==> src/rtl/mp_add_sequencer.sv <==
// Multi-precision add sequencer: streams limbs LSB first through one add stage, chaining carry.
// Optional MP_ADD_SUB_EN adds in_sub (A-B) sampled on the starting limb of each operation.
module mp_add_sequencer #(
  parameter  int LIMB_W    = 8,
  parameter  int MAX_LIMBS = 16,
  localparam int IDX_W     = (MAX_LIMBS > 1) ? $clog2(MAX_LIMBS) : 1
) (
  input  logic              clk,
  input  logic              rst_n,
  input  logic              in_valid,
  output logic              in_ready,
  input  logic [LIMB_W-1:0] in_a,
  input  logic [LIMB_W-1:0] in_b,
  input  logic              in_first,
  input  logic              in_last,
`ifdef MP_ADD_SUB_EN
  input  logic              in_sub,
`endif
  output logic              out_valid,
  input  logic              out_ready,
  output logic [LIMB_W-1:0] out_sum,
  output logic              out_last,
  output logic              out_cout,
  output logic              out_ovf,
  output logic [IDX_W-1:0]  limb_idx,
  output logic              err_len,
  output logic              busy
);

  typedef enum logic {IDLE, RUN} state_t;

  state_t             state, state_nxt;
  logic               carry_q;
  logic [IDX_W-1:0]   idx_q;
  logic               acc, start, cin, sub_cur, len_hit, last_eff;
  logic [IDX_W-1:0]   cur_idx;
  logic [LIMB_W-1:0]  b_eff;
  logic [LIMB_W:0]    sum_w;

  assign acc      = in_valid && in_ready;
  // Any limb in IDLE starts an operation; in_first in RUN restarts it.
  assign start    = (state == IDLE) || in_first;
  assign cur_idx  = start ? '0 : idx_q;
  assign len_hit  = (cur_idx == IDX_W'(MAX_LIMBS - 1));
  assign last_eff = in_last || len_hit;

`ifdef MP_ADD_SUB_EN
  logic sub_q;
  assign sub_cur = start ? in_sub : sub_q;

  always_ff @(posedge clk or negedge rst_n) begin
    if (!rst_n)           sub_q <= 1'b0;
    else if (acc && start) sub_q <= in_sub;
  end
`else
  assign sub_cur = 1'b0;
`endif

  // Subtraction is A + ~B + 1, the +1 entering as the starting limb's carry-in.
  assign cin   = start ? sub_cur : carry_q;
  assign b_eff = sub_cur ? ~in_b : in_b;
  assign sum_w = {1'b0, in_a} + {1'b0, b_eff} + {{LIMB_W{1'b0}}, cin};

  always_ff @(posedge clk or negedge rst_n) begin
    if (!rst_n) state <= IDLE;
    else        state <= state_nxt;
  end

  always_comb begin
    state_nxt = state;
    if (acc) state_nxt = last_eff ? IDLE : RUN;
  end

  always_comb begin
    in_ready = !out_valid || out_ready;
    busy     = (state == RUN);
  end

  always_ff @(posedge clk or negedge rst_n) begin
    if (!rst_n) begin
      carry_q   <= 1'b0;
      idx_q     <= '0;
      out_valid <= 1'b0;
      out_sum   <= '0;
      out_last  <= 1'b0;
      out_cout  <= 1'b0;
      out_ovf   <= 1'b0;
      limb_idx  <= '0;
      err_len   <= 1'b0;
    end else if (acc) begin
      carry_q   <= last_eff ? 1'b0 : sum_w[LIMB_W];
      idx_q     <= last_eff ? '0 : cur_idx + IDX_W'(1);
      out_valid <= 1'b1;
      out_sum   <= sum_w[LIMB_W-1:0];
      out_last  <= last_eff;
      out_cout  <= last_eff & sum_w[LIMB_W];
      out_ovf   <= last_eff & (in_a[LIMB_W-1] == b_eff[LIMB_W-1])
                            & (sum_w[LIMB_W-1] != in_a[LIMB_W-1]);
      limb_idx  <= cur_idx;
      err_len   <= len_hit & ~in_last;
    end else if (out_ready) begin
      out_valid <= 1'b0;
    end
  end

endmodule
==> config.mk <==
export PLATFORM = sky130hd
export DESIGN_NAME = mp_add_sequencer
export DESIGN_NICKNAME = d
export VERILOG_FILES = /design/src/rtl/mp_add_sequencer.sv
export SDC_FILE = /design/constraint.sdc
export NUM_CORES = 1
export LEC_CHECK = 0
export ABC_AREA = 1
export CAP_MARGIN = 25
export CORE_UTILIZATION = 45
export CTS_BUF_LIST = sky130_fd_sc_hd__clkbuf_16
export DETAILED_ROUTE_END_ITERATION = 10
export GPL_TIMING_DRIVEN = 1
export PLACE_DENSITY = 0.85
export RECOVER_POWER = 50
export SETUP_SLACK_MARGIN = 0.02
export SYNTH_ARGS = -nofsm -noshare
export SYNTH_HDL_FRONTEND = slang
export SYNTH_SLANG_ARGS = --single-unit
==> constraint.sdc <==
create_clock -name clk -period 2.24 [get_ports clk]
set_input_delay 0.448 -clock clk [delete_from_list [all_inputs] [get_ports clk]]
set_output_delay 0.448 -clock clk [all_outputs]
set_load 0.05 [all_outputs]
Word level (Yosys, flattened, before mapping)
Cells that the tools add are included.
{"block": "totals", "input_bits": 22, "wordCells": 35, "output_inout_bits": 19, "register_bits": 23}
{"block": "op_classes", "n_eq_ne": 3, "n_addsub": 3, "n_bitwise": 6, "n_reduce_logical": 6, "n_mux": 7}
{"cell": "$add 8x8->9", "count": 1}
{"cell": "$add 9x1->9", "count": 1}
{"cell": "$mux 4", "count": 2}
{"cell": "$mux 1", "count": 5}
{"cell": "$add 4x1->4 const B", "count": 1}
{"cell": "$and 1x1->1", "count": 4}
{"cell": "$eq 4x4->1 const B", "count": 1}
{"cell": "$logic_or 1x1->1", "count": 3}
{"cell": "$not 1->1", "count": 2}
{"cell": "$reduce_bool 2->1", "count": 1}
{"cell": "$eq 1x1->1", "count": 1}
{"cell": "$logic_and 1x1->1", "count": 1}
{"cell": "$logic_not 1->1", "count": 1}
{"cell": "$ne 1x1->1", "count": 1}

Depth between registers and ports, before layout
{"block": "logic_depth", "depth_word": 7, "depth_mapped": 13, "mapped_depth_nobuf": 13}

Least setup slack after synthesis
Ideal clock, no wire load.
{"block": "synth_timing", "path_type": "register to register", "startpoint": "register state (netlist: busy)", "endpoint": "register out_cout", "required_time_ns": 2.122, "setup_ns": 0.118, "arrival_time_ns": 1.779, "n_path_buf": 0, "path_stages_with_launch": 14, "slack_ns": 0.343, "synth_period_minus_slack_ns": 1.897, "path_cell_list": "dfrtp_1 inv_2 nor2_4 inv_1 nor2_1 fa_1 nand2_1 nand2_1 nand2_1 nand3_1 nand2_1 nand2_1 nand3_1 nand2_1"}
{"block": "synth_between", "elab_chain_len": 6, "elab_cells_between_ends": 8, "cone_classes": "1 x add/sub; 1 x eq/ne; 2 x mux; 2 x bitwise; 2 x reduce/logical"}
{"element": "start: declaration", "line": "32", "text": "state_t state, state_nxt;"}
{"element": "start signal: assignment", "line": "66", "text": "else state <= state_nxt;"}
{"element": "$not 1->1 (*)", "line": "42", "text": "assign start = (state == IDLE) || in_first;"}
{"element": "$logic_or 1x1->1 (*)", "line": "42"}
{"element": "parallel branches: the longest is 3 deep, another holds $add 9x1->9"}
{"element": "$and 1x1->1 (*)", "line": "96", "text": "out_cout <= last_eff & sum_w[LIMB_W];"}
{"element": "end signal: assignment", "line": "96"}
{"element": "end: declaration", "line": "23", "text": "output logic out_cout,"}
Mark *: on every way between the ends.
A chain may end at the register's enable or synchronous reset.

Final worst setup path
{"block": "layout_timing", "startpoint": "input port out_ready", "endpoint": "output port in_ready"}
{"block": "layout_between", "elab_chain_len": 1}
{"element": "start: declaration", "line": "20", "text": "input logic out_ready,"}
{"element": "$logic_or 1x1->1", "line": "75", "text": "in_ready = !out_valid || out_ready;"}
{"element": "end: declaration", "line": "11", "text": "output logic in_ready,"}
Every way passes these cells.

==> flow_summary.json <==
{
  "status": "finished with violations",
  "violations": "design-rule violations",
  "firstDrtPassIters": 7,
  "vias": 1288,
  "cts_tree": "built",
  "synth.area.mux_share_pct": 0,
  "min_path_type": "flip-flop to flip-flop",
  "dp_hpwl_mm": 2.148,
  "gr-total-overflow": 0,
  "gp_congestion": 0.8715,
  "grt_pass1_vias": 1201,
  "syn_avg_cell_area_sq_um": 7.792,
  "drt_iter0_drc": 65,
  "syn-num-nets": 207,
  "synth-compound-area-share_pct": 7.847,
  "n_antenna_cell": 0,
  "insertion_delay_ns": 0.25,
  "power_frac_comb_pct": 36.3,
  "routed_wl_mm": 2.754,
  "worst_pin_slew_ns": 0.8946,
  "cts.sinks": 23,
  "slew_headroom_pct": 40.36,
  "worstPathMaxFanout": 3,
  "viasPerCell": 5.091,
  "dieArea_sq_mm": 0.003272,
  "drtAntennaViolNets": 0,
  "synth_cell_types": 27,
  "synth_top_family_by_area": "simple AND/OR/NAND/NOR gates",
  "seq_power_share_pct": 36.4,
  "ys_seq_area_share_pct": 41.97,
  "vdd_drop_max_mv": 0.3722,
  "post_cts_buffers": 0,
  "die_h_um": 57.20,
  "placed_area_sq_mm": 0.001838,
  "yosys.area.top_type": "dfrtp_1",
  "p_int_w": 0.0008783,
  "remaining_drc_errors": 8,
  "pwr-share-clk_pct": 27.4,
  "layout-drive-gt1-share_pct": 8.108,
  "cts-resized-gates": 0,
  "cellPowerDensity_mw_per_mm2": 715.6,
  "rrSetupSlack_ns": 0.52,
  "synth_fa_ha_area_share_pct": 8.759,
  "synth_area_sq_mm": 0.001371,
  "critPathLaunchType": "input port",
  "final_area_sq_mm": 0.001883,
  "reg2reg_depth": 13,
  "leakagePower_nw": 0.9412,
  "ys.flop_type": "dfrtp_1",
  "fin_cells": 253,
  "cp.required_ns": 1.79,
  "slew_violations": 0,
  "crit_path_end_kind": "primary output",
  "maxCapViolCount": 0,
  "p_switching_w": 0.0004692,
  "grt_pass1_wl_mm": 4.761,
  "synth_edf_count": 0,
  "skew_ns": 0.001603,
  "grt_start_max_net_pins": 24,
  "max_freq_mhz": 503.3,
  "synth_cells": 176,
  "wl_per_cell_um": 10.89,
  "netlist.area_leader.share_pct": 41.97,
  "yosys-top-cells-area": "dfrtp_1 42%, nand2_1 18%, ha_1 7.3%, inv_1 4.7%, nand3_1 2.9%",
  "gr-usage-all-layers_pct": 18.86,
  "ioPinCount": 41,
  "hold_depth": 2,
  "dp.cells": 249,
  "critPathKind": "input port to primary output",
  "cts-root-buf": "clkbuf_16",
  "h-tree-depth": 1,
  "antenna_found_initial": 0,
  "timing.rr.end": "carry_q$_DFFE_PN0P_",
  "fp.dieW_um": 57.20,
  "fin_crit_ns": 1.987,
  "rr_startpoint": "busy$_DFFE_PN0P_",
  "area_growth_pct": 37.32,
  "core.rowCount": 19,
  "critPathArrivalTime_ns": 1.54,
  "layout.nets": 254,
  "core-area_sq_mm": 0.002829,
  "path_clk_slew_ns": 0.05,
  "hold_viol_final": 0,
  "yosysMostFrequentCell": "nand2_1",
  "period_share_pct": 88.69,
  "hold_start": "limb_idx[0]$_DFFE_PN0P_",
  "setup_viol": 0,
  "rsz0062_at_grt": "no",
  "yosys-top-cells-count": "66 x nand2_1, 23 x dfrtp_1, 17 x inv_1",
  "synth-simple-area-share_pct": 32.30,
  "ys_async_sr_fraction_pct": 100.0,
  "cts.path.max_buffers": 2,
  "yosys_warnings": 0,
  "synth_xor_area_share_pct": 1.916,
  "min_to": "limb_idx[0]$_DFFE_PN0P_",
  "initial_utilization_pct": 48.47,
  "switching_share_pct": 34.82,
  "cts_buffers": 3,
  "port_buffers": 40,
  "hold_buffers": 0,
  "yosys_register_bits": 23
}
-- registers in the layout, summed over array words and instances, names as in the netlist --
name	cells
carry_q	1
out_last	1
out_cout	1
out_valid	1
err_len	1
idx_q	4
out_sum	8
busy	1
limb_idx	4
out_ovf	1
-- worst max path at each step --
stage	startpoint	endpoint	slack, ns	depth (start not counted)
floorplan	busy$_DFFE_PN0P_	out_cout$_DFFE_PN0P_	0.34	13
global placement	in_first	carry_q$_DFFE_PN0P_	0.03	13
detailed placement	in_first	carry_q$_DFFE_PN0P_	-0.005	13
CTS	in_first	carry_q$_DFFE_PN0P_	0.25	13
global route	in_first	carry_q$_DFFE_PN0P_	0.1	13
finish	out_ready	in_ready	0.25	4
-- worst max-delay path, cell delays in order --
cell,delay [ns]
clkdlybuf4s50_1,0.46
clkinv_1,0.06
nand2_1,0.09
clkbuf_1,0.48
-- layout by cell type (no fill, tap or decap), types with 2 or more instances in the layout --
| cell type | Yosys | routed |
|---|---|---|
| nand2_1 | 66 | 68 |
| clkdlybuf4s50_1 | 0 | 38 |
| dfrtp_1 | 23 | 23 |
| inv_1 | 17 | 18 |
| nand3_1 | 8 | 9 |
| nor2_1 | 8 | 8 |
| ha_1 | 8 | 8 |
| o21ai_1 | 7 | 7 |
| o21ai_0 | 6 | 6 |
| a21oi_1 | 4 | 4 |
| inv_2 | 4 | 3 |
| clkbuf_16 | 0 | 3 |
| clkbuf_1 | 0 | 3 |
| buf_4 | 2 | 3 |
| nor2_4 | 2 | 2 |
| nand2_2 | 4 | 2 |
| nand3b_1 | 2 | 2 |
| xor2_1 | 2 | 2 |
-- metal layers --
metal	track usage [%]	share of wire [%]	vias to the layer above	wire, um
met4	8.014	1.3	0	36
met5	0	0	-	0
met1	23.17	43	593	1190
met2	32.27	48	44	1326
met3	3.855	7.3	3	201
li1	-	-	648	-
-- cell type report --
| cell class | instances | area, sq um |
|---|---|---|
| Sequential cell | 23 | 575.6 |
| Clock inverter | 1 | 3.754 |
| Clock buffer | 3 | 75.07 |
| Inverter | 21 | 78.83 |
| Tap cell | 31 | 38.79 |
| Multi-Input combinational cell | 129 | 686.9 |
| Fill cell | 254 | 945.9 |
| Timing Repair Buffer | 45 | 424.2 |
-- metrics by stage --
step	setup TNS, ns	util [%]	worst slack, ns	power (W)	hold WS (ns)
6_report	0	66.56	0.2533	0.001347	0.4746
5_1_grt	0	66.56	0.09617	0.001417	0.4926
4_1_cts	0	67.76	0.2529	0.001372	0.4795
3_5_place_dp	-0.005026	64.97	-0.005026	0.0009968	0.4640
3_3_place_gp	0	64.97	0.03241	0.0009917	0.4640
2_1_floorplan	0	-	0.3432	0.0008150	0.1524
-- cells by family (layout without fill, tap and decap cells) --
logic type / count (synthesis) / count (layout)
compound gates: 20 / 20
xor+xnor: 3 / 3
fa+ha+maj: 9 / 9
buf+inv: 24 / 70
flops: 23 / 23
simple gates: 97 / 97
-- power by group through the flow --
stage                     Clock (W)  Sequential (W)  Combinational [W]
after floorplan                   0        0.000648           0.000167
after global placement            0        0.000496           0.000496
after detailed placement          0        0.000497           0.000500
after CTS                  0.000378        0.000491           0.000504
after global routing       0.000392        0.000495           0.000530
final                      0.000369        0.000490           0.000489
Power figures use the tool's default switching activity.
